==> src/rtl/pmu_quota_pkg.sv <==
// Shared definitions for the PMU quota scheduler.
// Holds the sweep FSM state encoding and the default parameter values.
// Ports: none (package only).
package pmu_quota_pkg;

  localparam int DEF_REG_WIDTH  = 32;
  localparam int DEF_N_COUNTERS = 9;
  localparam int DEF_N_CORES    = 4;

  typedef enum logic [1:0] {
    ST_IDLE    = 2'd0,
    ST_ACCUM   = 2'd1,
    ST_COMPARE = 2'd2
  } state_e;

endpackage

==> src/rtl/pmu_quota_satadd.sv <==
// Saturating unsigned adder: the sum clamps at all-ones instead of wrapping.
// Purely combinational, zero latency, no flow control.
// Ports: a_i, b_i operands; sum_o saturated sum.
module pmu_quota_satadd #(
  parameter int REG_WIDTH = 32
) (
  input  logic [REG_WIDTH-1:0] a_i,
  input  logic [REG_WIDTH-1:0] b_i,
  output logic [REG_WIDTH-1:0] sum_o
);

  logic [REG_WIDTH:0] full_sum;

  assign full_sum = {1'b0, a_i} + {1'b0, b_i};
  // A carry out of the top bit means the true sum does not fit: clamp.
  assign sum_o    = full_sum[REG_WIDTH] ? '1 : full_sum[REG_WIDTH-1:0];

endmodule

==> src/rtl/pmu_quota_sched.sv <==
// Per-core event quota scheduler: sweeps cores one at a time, sums each core's
// masked counters (N_COUNTERS cycles) then compares against its limit (1 cycle),
// raising a sticky per-core interrupt when the sum strictly exceeds the limit.
// Ports: clk_i/rstn_i (sync, active-low)/softrst_i; en_i starts sweeps;
// counter_value_i, quota_mask_i, quota_limit_i, period_i configuration inputs;
// intr_clr_i per-core clears; intr_quota_o, busy_o, sweep_done_o status.
module pmu_quota_sched
  import pmu_quota_pkg::*;
#(
  parameter int REG_WIDTH  = DEF_REG_WIDTH,
  parameter int N_COUNTERS = DEF_N_COUNTERS,
  parameter int N_CORES    = DEF_N_CORES
) (
  input  logic                            clk_i,
  input  logic                            rstn_i,
  input  logic                            softrst_i,
  input  logic                            en_i,
  input  logic [N_COUNTERS*REG_WIDTH-1:0] counter_value_i,
  input  logic [N_CORES*N_COUNTERS-1:0]   quota_mask_i,
  input  logic [N_CORES*REG_WIDTH-1:0]    quota_limit_i,
  input  logic [REG_WIDTH-1:0]            period_i,
  input  logic [N_CORES-1:0]              intr_clr_i,
  output logic [N_CORES-1:0]              intr_quota_o,
  output logic                            busy_o,
  output logic                            sweep_done_o
);

  localparam int CW = (N_CORES > 1) ? $clog2(N_CORES) : 1;
  localparam int KW = (N_COUNTERS > 1) ? $clog2(N_COUNTERS) : 1;
  localparam logic [CW-1:0] C_LAST = CW'(N_CORES - 1);
  localparam logic [KW-1:0] K_LAST = KW'(N_COUNTERS - 1);

  state_e                 state_q, state_d;
  logic [CW-1:0]          c_q, c_d;
  logic [KW-1:0]          k_q, k_d;
  logic [REG_WIDTH-1:0]   acc_q, acc_d;
  logic [N_COUNTERS-1:0]  mask_q, mask_d;
  logic [N_CORES-1:0]     intr_q, intr_d;
  logic                   done_q, done_d;
  logic [REG_WIDTH-1:0]   win_q, win_d;
  logic [REG_WIDTH-1:0]   period_q, period_d;

  logic [REG_WIDTH-1:0]   cnt_arr   [N_COUNTERS];
  logic [N_COUNTERS-1:0]  mask_arr  [N_CORES];
  logic [REG_WIDTH-1:0]   limit_arr [N_CORES];

  logic [N_COUNTERS-1:0]  cur_mask;
  logic [REG_WIDTH-1:0]   addend, acc_sum;
  logic [N_CORES-1:0]     set_vec;
  logic                   expire;

  for (genvar i = 0; i < N_COUNTERS; i++) begin : g_cnt
    assign cnt_arr[i] = counter_value_i[i*REG_WIDTH +: REG_WIDTH];
  end
  for (genvar n = 0; n < N_CORES; n++) begin : g_core
    assign mask_arr[n]  = quota_mask_i[n*N_COUNTERS +: N_COUNTERS];
    assign limit_arr[n] = quota_limit_i[n*REG_WIDTH +: REG_WIDTH];
  end

  assign cur_mask = mask_arr[c_q];
  assign addend   = cur_mask[k_q] ? cnt_arr[k_q] : '0;

  pmu_quota_satadd #(.REG_WIDTH(REG_WIDTH)) u_satadd (
    .a_i   (acc_q),
    .b_i   (addend),
    .sum_o (acc_sum)
  );

  always_comb begin
    state_d  = state_q;
    c_d      = c_q;
    k_d      = k_q;
    acc_d    = acc_q;
    mask_d   = mask_q;
    done_d   = 1'b0;
    set_vec  = '0;
    expire   = 1'b0;
    period_d = period_i;
    win_d    = '0;

    // Window counter: a new period value restarts the window from zero.
    if (period_i != period_q || period_i == '0) begin
      win_d = '0;
    end else if (win_q == period_i - 1'b1) begin
      win_d  = '0;
      expire = 1'b1;
    end else begin
      win_d = win_q + 1'b1;
    end

    unique case (state_q)
      ST_IDLE: begin
        if (en_i) begin
          state_d = ST_ACCUM;
          c_d     = '0;
          k_d     = '0;
          acc_d   = '0;
          mask_d  = mask_arr[0];
        end
      end
      ST_ACCUM: begin
        // mask_q is the selection this core started with; a different live
        // mask means the partial sum is stale, so start this core over.
        if (cur_mask != mask_q) begin
          k_d    = '0;
          acc_d  = '0;
          mask_d = cur_mask;
        end else begin
          acc_d = acc_sum;
          if (k_q == K_LAST) begin
            state_d = ST_COMPARE;
            k_d     = '0;
          end else begin
            k_d = k_q + 1'b1;
          end
        end
      end
      ST_COMPARE: begin
        set_vec[c_q] = (acc_q > limit_arr[c_q]);
        acc_d        = '0;
        k_d          = '0;
        if (c_q == C_LAST) begin
          c_d     = '0;
          done_d  = 1'b1;
          mask_d  = mask_arr[0];
          state_d = en_i ? ST_ACCUM : ST_IDLE;
        end else begin
          c_d     = c_q + 1'b1;
          mask_d  = mask_arr[c_q + 1'b1];
          state_d = ST_ACCUM;
        end
      end
      default: state_d = ST_IDLE;
    endcase

    // A set beats both the clear strobe and window expiry.
    intr_d = set_vec | (intr_q & ~intr_clr_i & {N_CORES{~expire}});

    if (softrst_i) begin
      state_d = ST_IDLE;
      c_d     = '0;
      k_d     = '0;
      acc_d   = '0;
      mask_d  = '0;
      done_d  = 1'b0;
      win_d   = '0;
      intr_d  = '0;
    end
  end

  always_ff @(posedge clk_i) begin
    if (!rstn_i) begin
      state_q  <= ST_IDLE;
      c_q      <= '0;
      k_q      <= '0;
      acc_q    <= '0;
      mask_q   <= '0;
      intr_q   <= '0;
      done_q   <= 1'b0;
      win_q    <= '0;
      period_q <= '0;
    end else begin
      state_q  <= state_d;
      c_q      <= c_d;
      k_q      <= k_d;
      acc_q    <= acc_d;
      mask_q   <= mask_d;
      intr_q   <= intr_d;
      done_q   <= done_d;
      win_q    <= win_d;
      period_q <= period_d;
    end
  end

  assign intr_quota_o = intr_q;
  assign busy_o       = (state_q != ST_IDLE);
  assign sweep_done_o = done_q;

endmodule

==> config.mk <==
export PLATFORM = sky130hd
export DESIGN_NAME = pmu_quota_sched
export DESIGN_NICKNAME = d
export VERILOG_FILES = /design/src/rtl/pmu_quota_pkg.sv /design/src/rtl/pmu_quota_satadd.sv /design/src/rtl/pmu_quota_sched.sv
export SDC_FILE = /design/constraint.sdc
export NUM_CORES = 1
export LEC_CHECK = 0
export ABC_CLOCK_PERIOD_IN_PS = 4910
export CORE_AREA = 2 2 196 198
export DETAILED_ROUTE_END_ITERATION = 8
export DIE_AREA = 0 0 198 200
export PLACE_DENSITY = 0.66
export SLEW_MARGIN = 10
export SYNTH_ARGS = -nofsm -noshare
export SYNTH_HDL_FRONTEND = slang
export SYNTH_SLANG_ARGS = --single-unit
export TNS_END_PERCENT = 50
==> constraint.sdc <==
create_clock -name clk_i -period 4.91 [get_ports clk_i]
set_input_delay 0.491 -clock clk_i [delete_from_list [all_inputs] [get_ports clk_i]]
set_output_delay 0.491 -clock clk_i [all_outputs]
set_load 0.01 [all_outputs]
==> impl_results.md <==
* Final worst slack at 315 ps
* PortBufs at 497
* Max incr delay on CP at 560 ps
* Clock Skews at 19.6 ps
* Die width at 198 µm
* Slowest cell on crit path: mux4_2
* First-pass GRT wire length at 76.7 mm
* Worst skew pair latency at 430 ps
* Post-synthesis cell type count at 75
* DR pass1 iterations at 8
* Seq/Total Area, Yosys at 0.191
* Register bit count reported by yosys at 118
* Post-Synthesis Cell Area at 12400 µm²
* Ys flop type: dfxtp_1
* Number of setup buffers added after CTS at 0
* Initial core utilization at 0.331
* CTS H-tree lvls at 4
* Relative slew margins at 0.348
* Largest net degree at the start of global routing at 55
* Most frequent cells after synthesis: nand2_1 (129), dfxtp_1 (118), mux4_2 (107)
* Final-report max-slew violation count at 0
* Io pins at 498
* Worst Hold Class: reg2reg
* Max Freq at 218 MHz
* Post-DR vias/cell at 5.42
* Gr ovfl total at 0
* Routed WL at 54.1 mm
* Hold Vio Cnt, Final at 0
* Most common cell in the synthesized netlist: nand2_1
* Core area at 37400 µm²
* Result of the run: complete, no violations
* Final Critical Period at 4590 ps
* CP arrival at 4880 ps
* Post-CTS Hold Fix Bufs at 0
* Top cell type's share of synthesized area at 0.195
* Post-route ant nets at 0
* Async set or reset register ratio after synthesis at 0
* Leading area contributor after synthesis: mux4_2
* Gpl congestion at 0.943
* Final core utilization at 0.506
* DIE AREA at 39600 µm²
* CTS root buf: clkbuf_16
* Final period util at 0.936
* Final HPWL DP at 45.8 mm
* Inserted Clock Buffers at 17
* Final setup violation count at 0
* Vias in the first global route at 12900
* Multi-input logic area at 9450 µm²
* GRT Total Usage at 0.261
* Final-stage net count at 2480
* Synthesis Warnings at 0
* Post-layout instance area at 18900 µm²
* Worst slack, placed at -107 ps
* Syn_nets at 1976
* DRC at 0
* Pwr Density at 163 nW/µm²
* Area grow syn2layout at 52.6%
* Max-cap viol count at 0
* Layout cell share with drive strength beyond 1 at 0.138
* Detailed Route Iter0 Violations at 869
* Syn avg cell area at 8.80 µm²
* Cell mode on critical path: mux4_2
* Initial antenna violation count at 14
* Row count at 71
* Cells after Synth at 1407
* Vert. Die Dim at 200 µm
* Placed Area at 18300 µm²
* Max clock buf depth at 2
* Synth top area cells: mux4_2 (19%), dfxtp_1 (19%), ha_1 (7.7%)
* Sequential cell area at 2380 µm²
* R2R setup slack at 320 ps
* Worst-path clk slew at 70 ps
* VDD IR max at 228 µV
* Worst slew pin tran at 972 ps
* RSZ-0062 raised after global routing: no
* Clock sink count at 118
* Via Count at 13200
* Leakage at 6.96 nW
* Startpoint types: register
* Max Fanout on Critical Path at 16
* EDFF count, synth at 0
* CTS tree: built
* Category of the most critical setup path: reg2reg
* Wire per inst at 22.2 µm
* Critical Path, Cell by Cell: mux4_2 -> mux4_2 -> mux2i_1 -> buf_4 -> o21ai_2 -> and2_1 -> ha_1 -> fa_1 -> a211oi_1 -> o211ai_1 -> a21oi_2 -> o21ba_2 -> o31ai_1 -> a31o_2 -> buf_12 -> o21ai_0 -> a21oi_1
* Filler Cells Inserted at 3529
* Post-cts sizing count at 0
* CP Capture Type: register
* CP Data Required Time at 5200 ps
cell families (layout without fill, tap and decap cells):
logic type | after synthesis | after routing | synth area share
AO/OA/AOI/OAI | 300 | 300 | 0.150
other | 0 | 3 | 0
AND/OR/NAND/NOR | 483 | 483 | 0.209
flip-flops | 118 | 118 | 0.191
multiplexers | 153 | 153 | 0.232
adder cells (fa/ha/maj) | 77 | 77 | 0.0784
XOR/XNOR | 130 | 130 | 0.0919
buffers and inverters | 146 | 663 | 0.0478
sequential cells by signal, summed over array words and instances, names as in the netlist:
register and count:
acc_q 32, c_q 2, intr_quota_o 4, k_q 4, mask_q 9, period_q 32
state_q 2, sweep_done_o 1, win_q 32
cell type report:
| class | count | share of cell area |
|---|---|---|
| diodes | 3 | 0.000397 |
| clock buffers | 18 | 0.0232 |
| clock inverters | 14 | 0.00887 |
| inverters | 58 | 0.0115 |
| multi-input cells | 1143 | 0.500 |
| flip-flops and latches | 118 | 0.126 |
| well taps | 511 | 0.0338 |
| repair buffers | 573 | 0.297 |
worst max-delay path: cells and delay by family, from the launching register on:
kind                     cells  cell delay [ps]
AO/OA/AOI/OAI                9             1640
buffers and inverters        2              320
AND/OR/NAND/NOR              1              150
adder cells (fa/ha/maj)      2              580
flip-flops                   1              460
multiplexers                 3             1280
final timing paths:
check	cells after the start	start	endpoint
max	17	c_q[0]$_SDFFE_PP0P_	acc_q[18]$_SDFFE_PP0P_
min	2	mask_q[0]$_SDFFE_PP0P_	mask_q[0]$_SDFFE_PP0P_
max reg2reg	17	c_q[0]$_SDFFE_PP0P_	acc_q[18]$_SDFFE_PP0P_
min reg2reg	2	mask_q[0]$_SDFFE_PP0P_	mask_q[0]$_SDFFE_PP0P_
power by group:
group | leakage [nW] | switching, mW | internal, mW
Sequential | 0.964 | 0.00859 | 0.973
Combinational | 5.70 | 0.286 | 0.527
Clock | 0.292 | 0.515 | 0.776
per-layer routing:
metal | share of wire | track usage | vias to the layer above
met5 | 0.00080 | 0 | -
met4 | 0.030 | 0.0886 | 8
met3 | 0.083 | 0.0692 | 78
met2 | 0.47 | 0.424 | 548
met1 | 0.41 | 0.336 | 6332
li1 | - | - | 6246
cells in the final DEF, fill, tap and decap left out, types with 6 or more instances in the layout:
master and n:
buf_4 71, or4_1 10, a21o_1 21, nor2_1 76
a21oi_1 81, or3_1 18, mux4_2 107, xnor2_1 87
nand2_1 129, ha_1 76, nand2b_1 9, clkdlybuf4s50_1 497
o31ai_1 6, a31oi_1 7, and2_1 66, nor3_2 20
o211ai_1 14, inv_1 58, xor2_1 43, or2_2 10
nor3_1 28, clkbuf_16 17, and3_1 18, nand3_1 33
dfxtp_1 113, mux2i_1 45, nor4_1 11, nand4_1 25
o21ai_0 99, a211oi_1 11
metrics by stage:
step                      std cells  total power, mW  TNS [ps]  hold slack, ps
after floorplan                1407             1.27         0             435
after global placement         2403             1.80     -15.2             454
after detailed placement       2403             1.81     -1360             458
after CTS                      2435             3.10         0             466
after global routing           2438             3.20         0             490
final                          2438             3.09         0             467
(Power assumes the default switching activity.)
